## src/rtl/uart_receiver.sv

```systemverilog
// rtl/uart_receiver.sv - 8N1 UART receiver with mid-bit sampling and a ready/valid holding register
// Framing errors and overruns are reported as single-cycle pulses.
module uart_receiver #(
  parameter int CLOCK_FREQ = 125_000_000,
  parameter int BAUD_RATE  = 115_200
) (
  input  logic       clk,
  input  logic       reset,
  input  logic       serial_in,
  output logic [7:0] data_out,
  output logic       data_out_valid,
  input  logic       data_out_ready,
  output logic       framing_error,
  output logic       overrun
);

  localparam int SYMBOL_EDGE_TIME = CLOCK_FREQ / BAUD_RATE;
  localparam int SAMPLE_TIME      = SYMBOL_EDGE_TIME / 2;
  localparam int CW               = $clog2(SYMBOL_EDGE_TIME) + 1;
  localparam logic [CW-1:0] SAMPLE_LAST = CW'(SAMPLE_TIME - 1);
  localparam logic [CW-1:0] SYMBOL_LAST = CW'(SYMBOL_EDGE_TIME - 1);

  typedef enum logic [2:0] {
    IDLE,
    START,
    DATA,
    STOP,
    WAIT_IDLE
  } state_t;

  state_t        state_q;
  logic          rx_meta_q;
  logic          rx_s_q;
  logic [CW-1:0] cnt_q;
  logic [2:0]    bit_idx_q;
  logic [7:0]    shift_q;
  logic [7:0]    data_q;
  logic          valid_q;
  logic          fe_q;
  logic          ov_q;

  always_ff @(posedge clk) begin
    if (reset) begin
      rx_meta_q <= 1'b1;
      rx_s_q    <= 1'b1;
      state_q   <= IDLE;
      cnt_q     <= '0;
      bit_idx_q <= '0;
      shift_q   <= '0;
      data_q    <= '0;
      valid_q   <= 1'b0;
      fe_q      <= 1'b0;
      ov_q      <= 1'b0;
    end else begin
      rx_meta_q <= serial_in;
      rx_s_q    <= rx_meta_q;
      fe_q      <= 1'b0;
      ov_q      <= 1'b0;
      // A drain is overridden below when a new byte loads in the same cycle.
      if (valid_q && data_out_ready) valid_q <= 1'b0;

      case (state_q)
        IDLE: begin
          if (!rx_s_q) begin
            state_q <= START;
            cnt_q   <= '0;
          end
        end
        START: begin
          if (cnt_q == SAMPLE_LAST) begin
            cnt_q <= '0;
            if (rx_s_q) begin
              state_q <= IDLE;
            end else begin
              state_q   <= DATA;
              bit_idx_q <= '0;
            end
          end else begin
            cnt_q <= cnt_q + 1'b1;
          end
        end
        DATA: begin
          if (cnt_q == SYMBOL_LAST) begin
            cnt_q     <= '0;
            shift_q   <= {rx_s_q, shift_q[7:1]};
            bit_idx_q <= bit_idx_q + 3'd1;
            if (bit_idx_q == 3'd7) state_q <= STOP;
          end else begin
            cnt_q <= cnt_q + 1'b1;
          end
        end
        STOP: begin
          if (cnt_q == SYMBOL_LAST) begin
            cnt_q <= '0;
            if (rx_s_q) begin
              state_q <= IDLE;
              if (!valid_q || data_out_ready) begin
                data_q  <= shift_q;
                valid_q <= 1'b1;
              end else begin
                ov_q <= 1'b1;
              end
            end else begin
              fe_q    <= 1'b1;
              state_q <= WAIT_IDLE;
            end
          end else begin
            cnt_q <= cnt_q + 1'b1;
          end
        end
        WAIT_IDLE: begin
          // Hold here through a break so a held-low line is not taken as a start bit.
          if (rx_s_q) state_q <= IDLE;
        end
        default: state_q <= IDLE;
      endcase
    end
  end

  assign data_out       = data_q;
  assign data_out_valid = valid_q;
  assign framing_error  = fe_q;
  assign overrun        = ov_q;

endmodule

```

## config.mk

```make
export PLATFORM = sky130hd
export DESIGN_NAME = uart_receiver
export DESIGN_NICKNAME = d
export VERILOG_FILES = /design/src/rtl/uart_receiver.sv
export SDC_FILE = /design/constraint.sdc
export NUM_CORES = 1
export LEC_CHECK = 0
export ABC_AREA = 1
export CORE_MARGIN = 8
export CORE_UTILIZATION = 45
export DETAILED_ROUTE_END_ITERATION = 8
export RECOVER_POWER = 50
export REMOVE_ABC_BUFFERS = 1
export SLEW_MARGIN = 20
export SYNTH_ARGS = -nofsm -noshare
export SYNTH_HDL_FRONTEND = slang
export SYNTH_SLANG_ARGS = --single-unit
```

## constraint.sdc

```tcl
create_clock -name clk -period 3.8 [get_ports clk]
set_clock_uncertainty 0.1 [all_clocks]
set_input_delay 0.76 -clock clk [delete_from_list [all_inputs] [get_ports clk]]
set_output_delay 0.76 -clock clk [all_outputs]
set_load 0.03 [all_outputs]
```

; ---- Yosys cells after proc, flatten, opt, wreduce, memory -nomap -nowiden
; Index checks and enable logic that the tools add are counted.
[word_totals]
reg_bits = 39
inputBits = 4
out_inout_bits = 11
[op_classes]
addsub = 2
n_eq_ne = 14
mux = 24
bitwise_logic = 3
n_reduce_logical = 14
[op_table]
columns = operator, n
row1 = $mux 12, 3
row2 = $pmux 12 s3, 1
row3 = $mux 3, 10
row4 = $pmux 3 s5, 1
row5 = $ne 2x2->1 const B, 7
row6 = $add 12x1->12 const B, 1
row7 = $eq 12x10->1 const B, 1
row8 = $eq 12x11->1 const B, 1
row9 = $reduce_and 4->1, 2
row10 = $mux 1, 7
row11 = $eq 3x2->1 const B, 2
row12 = $eq 3x3->1 const B, 2
row13 = $pmux 3 s2, 1
row14 = $reduce_and 6->1, 1
row15 = $reduce_and 2->1, 2
row16 = $reduce_or 4->1, 1
row17 = $add 3x1->3 const B, 1
row18 = $eq 3x1->1 const B, 1
row19 = $logic_not 3->1, 1
row20 = $not 1->1, 3
row21 = $reduce_bool 3->1, 1
row22 = $reduce_or 3->1, 1
row23 = $mux 2, 1
row24 = $reduce_bool 2->1, 1
row25 = 4 further kinds, 4

; ---- Depth between registers and ports, before layout
[logic_depth]
word_depth = 6
depth_mapped = 11
mapped_depth_nobuf = 11

; ---- Worst setup path before layout
; No wires, ideal clock.
[synth_timing]
path_kind = flip-flop to flip-flop
start = register cnt_q[0]
end = register cnt_q[11]
arrival_time_ps = 1357
t_required_ps = 3575
path_slack_ps = 2217
path_stages_with_launch = 10
n_path_buf = 0
synth_period_minus_slack_ps = 1583
cell_sequence = dfxtp_1 inv_1 ha_1 inv_1 nor2_1 nand3_4 nand2_1 nand2_1 o21ai_2 nor2_1
[synth_via]
elab_chain_cells = 3
word_cells_on_any_way = 6
cone_classes = 1 x add/sub / 2 x eq/ne / 3 x mux
[synth_rtl]
columns = item, line_no
row1 = "start, declared", 34  ; logic [CW-1:0] cnt_q;
row2 = "start signal, assigned", 79  ; cnt_q <= cnt_q + 1'b1;
row3 = "start signal, assigned", 89  ; cnt_q <= cnt_q + 1'b1;
row4 = "start signal, assigned", 108  ; cnt_q <= cnt_q + 1'b1;
row5 = $add 12x1->12 (tied with other cells), "79, 89, 108"
row6 = "$mux 12, on equally long branches", "83, 93, 70"
row7 = $pmux 12 s3 (*), 62  ; case (state_q)
; Mark *: on every way between the ends. The rest lies on a longest branch, timed or not.
; A chain may end at the register's enable or synchronous reset.

; ---- Worst setup path after layout
[layout_timing]
start = register cnt_q[1]
end = register shift_q[2]
[layout_via]
elab_chain_cells = 2
[layout_rtl]
columns = item, line_no
row1 = $eq 12x11->1, 83  ; if (cnt_q == SYMBOL_LAST) begin
row2 = $reduce_and 2->1 (no line), n/a
row3 = "end signal, assigned", 85  ; shift_q <= {rx_s_q, shift_q[7:1]};
row4 = "end, declared", 36  ; logic [7:0] shift_q;
; Every way passes these cells.

==> flow_summary_export.csv <==
group,metric,value,unit
timing,worstMarginPinSlew,0.8290,ns
setup_path,rr_startpoint,"cnt_q[1]$_SDFFE_PP0P_",
setup_path,crit_start,"cnt_q[1]$_SDFFE_PP0P_",
pwr,ir_drop,246.4,uV
logic_synthesis,ys_types,29,
setup_path,rrSetupSlack,1.13,ns
finish,multiInputGateArea,930.9,um2
global_routing,grt_pass1_vias,1416,
timing,fin_hold_ws,0.3109,ns
setup_path,crit_end,"shift_q[2]$_SDFFE_PP0P_",
pwr,p_comb_share,18.2,%
global_routing,grt_start_max_net_pins,23,
setup_path,path_max_fanout,16,
place,dpl.hpwl,2.830,mm
floorplan,design.die.area,6576,um2
logic_synthesis,postSynthCellCount,255,
floorplan,num_rows,23,
floorplan,pin_count,15,
routing,viasPerCell,4.950,
routing,drtPass1Iterations,4,
logic_synthesis,yosys_warnings,0,
logic_synthesis,yosys-top-cells-count,"nor2_1 (41), dfxtp_1 (39), nand2_1 (38)",
clock_tree,cts_buffers,5,
logic_synthesis,syn_area,1907,um2
timing,slew_headroom,44.53,%
setup_path,crit_required,3.93,ns
pwr,power_frac_seq,50.1,%
timing,setup_violations,0,
logic_synthesis,synth-edff-count,0,
routing,final_antenna_net_count,0,
pwr,p_sw_share,30.96,%
pwr,power.internal,615.1,uW
pwr,p_per_area,419.8,nW/um2
logic_synthesis,ys_async_sr_fraction,0,%
setup_path,start_kind,"flip-flop",
routing,drt_iter0_markers,105,
clock_tree,clk_latency,0.29,ns
pwr,clkPwrFrac,31.7,%
setup_path,r2r_end,"shift_q[2]$_SDFFE_PP0P_",
timing,fmax,374.3,MHz
timing,finalSetupTns,0,ns
logic_synthesis,yosysTopAreaCell,"dfxtp_1",
logic_synthesis,synth.avg_cell_area,7.478,um2
routing,drt-wirelength-per-cell,12.29,um
clock_tree,ctsHoldBuffers,0,
logic_synthesis,ys_seq_area_share,40.94,%
logic_synthesis,synth_seq_cells,39,
setup_path,reg2reg_depth,10,
floorplan,core,4029,um2
floorplan,die_x,81.10,um
clock_tree,clock-sinks,39,
status,status,"complete, no violations",
timing,slew_viol_final,0,
timing,rsz0062_at_grt,"false",
global_routing,gr-total-overflow,0,
finish,drive_gt1_share,12.96,%
timing,min_period,2.672,ns
logic_synthesis,synth_top_flop_cell,"dfxtp_1",
worst_hold_path,hold_path.class,"reg2reg",
clock_tree,post-cts-setup-buffers,0,
clock_tree,cts_tree,"built",
setup_path,crit_path_end_kind,"flip-flop",
clock_tree,clockBufferDepth,2,
routing,route.vias.total,1584,
routing,post-route-drc-count,0,
finish,antenna_cells,0,
job,max-cap-violations,0,
setup_path,worstPathArrival,2.80,ns
finish,seqCellArea,780.7,um2
finish,nets,279,
logic_synthesis,yosys.area.top_type_share,40.94,%
timing,fin_crit_sh,70.31,%
setup_path,path_class,"reg2reg",
floorplan,start_util,47.33,%
clock_tree,clk_pin_slew,0.08,ns
logic_synthesis,synth_area_leaders,"dfxtp_1 (41%), nor2_1 (8.1%), nand2_1 (7.5%), inv_1 (5.5%), o21ai_0 (3.9%)",
place,io_buffer_count,14,
global_routing,antenna_found_initial,0,
logic_synthesis,synth_most_common_cell,"nor2_1",
pwr,p_switching,275.8,uW
routing,drt_wl_total,3.932,mm
timing,finalHoldViolCount,0,
clock_tree,root_buffer,"clkbuf_8",
finish,final.fill_count,422,
global_routing,grt_pass1_wl,6.734,mm
global_routing,grtUsageTotal,13.11,%
place,gp_congestion,0.8360,
pwr,p_leak,0.8912,nW
floorplan,die_h,81.10,um
clock_tree,cts_htree_levels,2,
finish,syn_to_final_growth,11.29,%
clock_tree,cts_resized,0,
==> power groups by stage <==
stage,sequential (mW),combinational (mW),clock [mW]
after CTS,0.446,0.165,0.291
after global routing,0.449,0.181,0.314
after detailed placement,0.456,0.161,0
final,0.446,0.163,0.282
after global placement,0.455,0.162,0
after floorplan,0.451,0.123,0
==> registers in the layout, summed over array words and instances (netlist names) <==
signal / flops
bit_idx_q: 3
rx_s_q: 1
cnt_q: 12
shift_q: 8
rx_meta_q: 1
data_out_valid: 1
data_out: 8
overrun: 1
state_q: 3
framing_error: 1
==> cell type report <==
cell class,instances,area share (%)
Tap cell,50,2.948
Timing Repair Buffer,14,6.604
Sequential cell,39,36.79
Multi-Input combinational cell,178,43.87
Inverter,32,5.660
Clock inverter,1,0.2358
Clock buffer,6,3.892
==> cells by family after synthesis <==
logic type      after synthesis  share of synthesized area (%)
buf+inv                      38                          8.661
flops                        39                          40.94
compound gates               43                          12.99
simple gates                127                          32.74
fa+ha+maj                     5                          3.281
xor+xnor                      3                          1.378
==> critical path, cell delays in order (launching register included) <==
cell	delay (ns)
dfxtp_1	0.34
inv_1	0.10
ha_1	0.17
inv_1	0.06
nor2_1	0.10
nand3_1	0.46
nand2_1	0.31
nand2_4	0.08
nor2_1	0.61
o21ai_0	0.17
nor2_1	0.11
==> cells in the final DEF (no fill, tap or decap), types with 4 or more instances in the layout <==
master and count:
nand3_1 10, inv_1 28, nand2_1 39, dfxtp_1 39, a21oi_1 9, inv_2 4
dlygate4sd3_1 11, o21ai_1 7, nand4_1 4, a21oi_2 4, ha_1 5, nand2_2 6
o21ai_0 18, nor3_1 14, nor2_1 43, clkbuf_8 6
==> routing by layer <==
layer | wire [um] | GRT usage, % | share of wire [%]
met5 | 0 | 0 | 0
met4 | 43 | 5.893 | 1.1
met3 | 208 | 2.980 | 5.3
met2 | 1614 | 18.36 | 41
met1 | 2066 | 18.54 | 53
==> worst min path at each step <==
stage	start	to	cells after the start
after floorplan	rx_meta_q$_SDFF_PP1_	rx_s_q$_SDFF_PP1_	1
after global placement	rx_meta_q$_SDFF_PP1_	rx_s_q$_SDFF_PP1_	1
after detailed placement	rx_meta_q$_SDFF_PP1_	rx_s_q$_SDFF_PP1_	1
after CTS	rx_meta_q$_SDFF_PP1_	rx_s_q$_SDFF_PP1_	1
after global routing	rx_meta_q$_SDFF_PP1_	rx_s_q$_SDFF_PP1_	1
final	rx_meta_q$_SDFF_PP1_	rx_s_q$_SDFF_PP1_	1
==> metrics by stage <==
stage | instances | setup slack (ns) | util [%] | total power, mW | area [um2]
6_report | 320 | 1.128 | 52.67 | 0.8908 | 2122
5_1_grt | 320 | 0.8661 | 52.67 | 0.9444 | 2122
4_1_cts | 320 | 1.520 | 53.42 | 0.9017 | 2152
3_5_place_dp | 313 | 1.215 | 51.24 | 0.6172 | 2064
3_3_place_gp | 313 | 1.248 | 51.24 | 0.6171 | 2064
2_1_floorplan | 249 | 2.147 | - | 0.5740 | 1862
(Power assumes the default switching activity.)
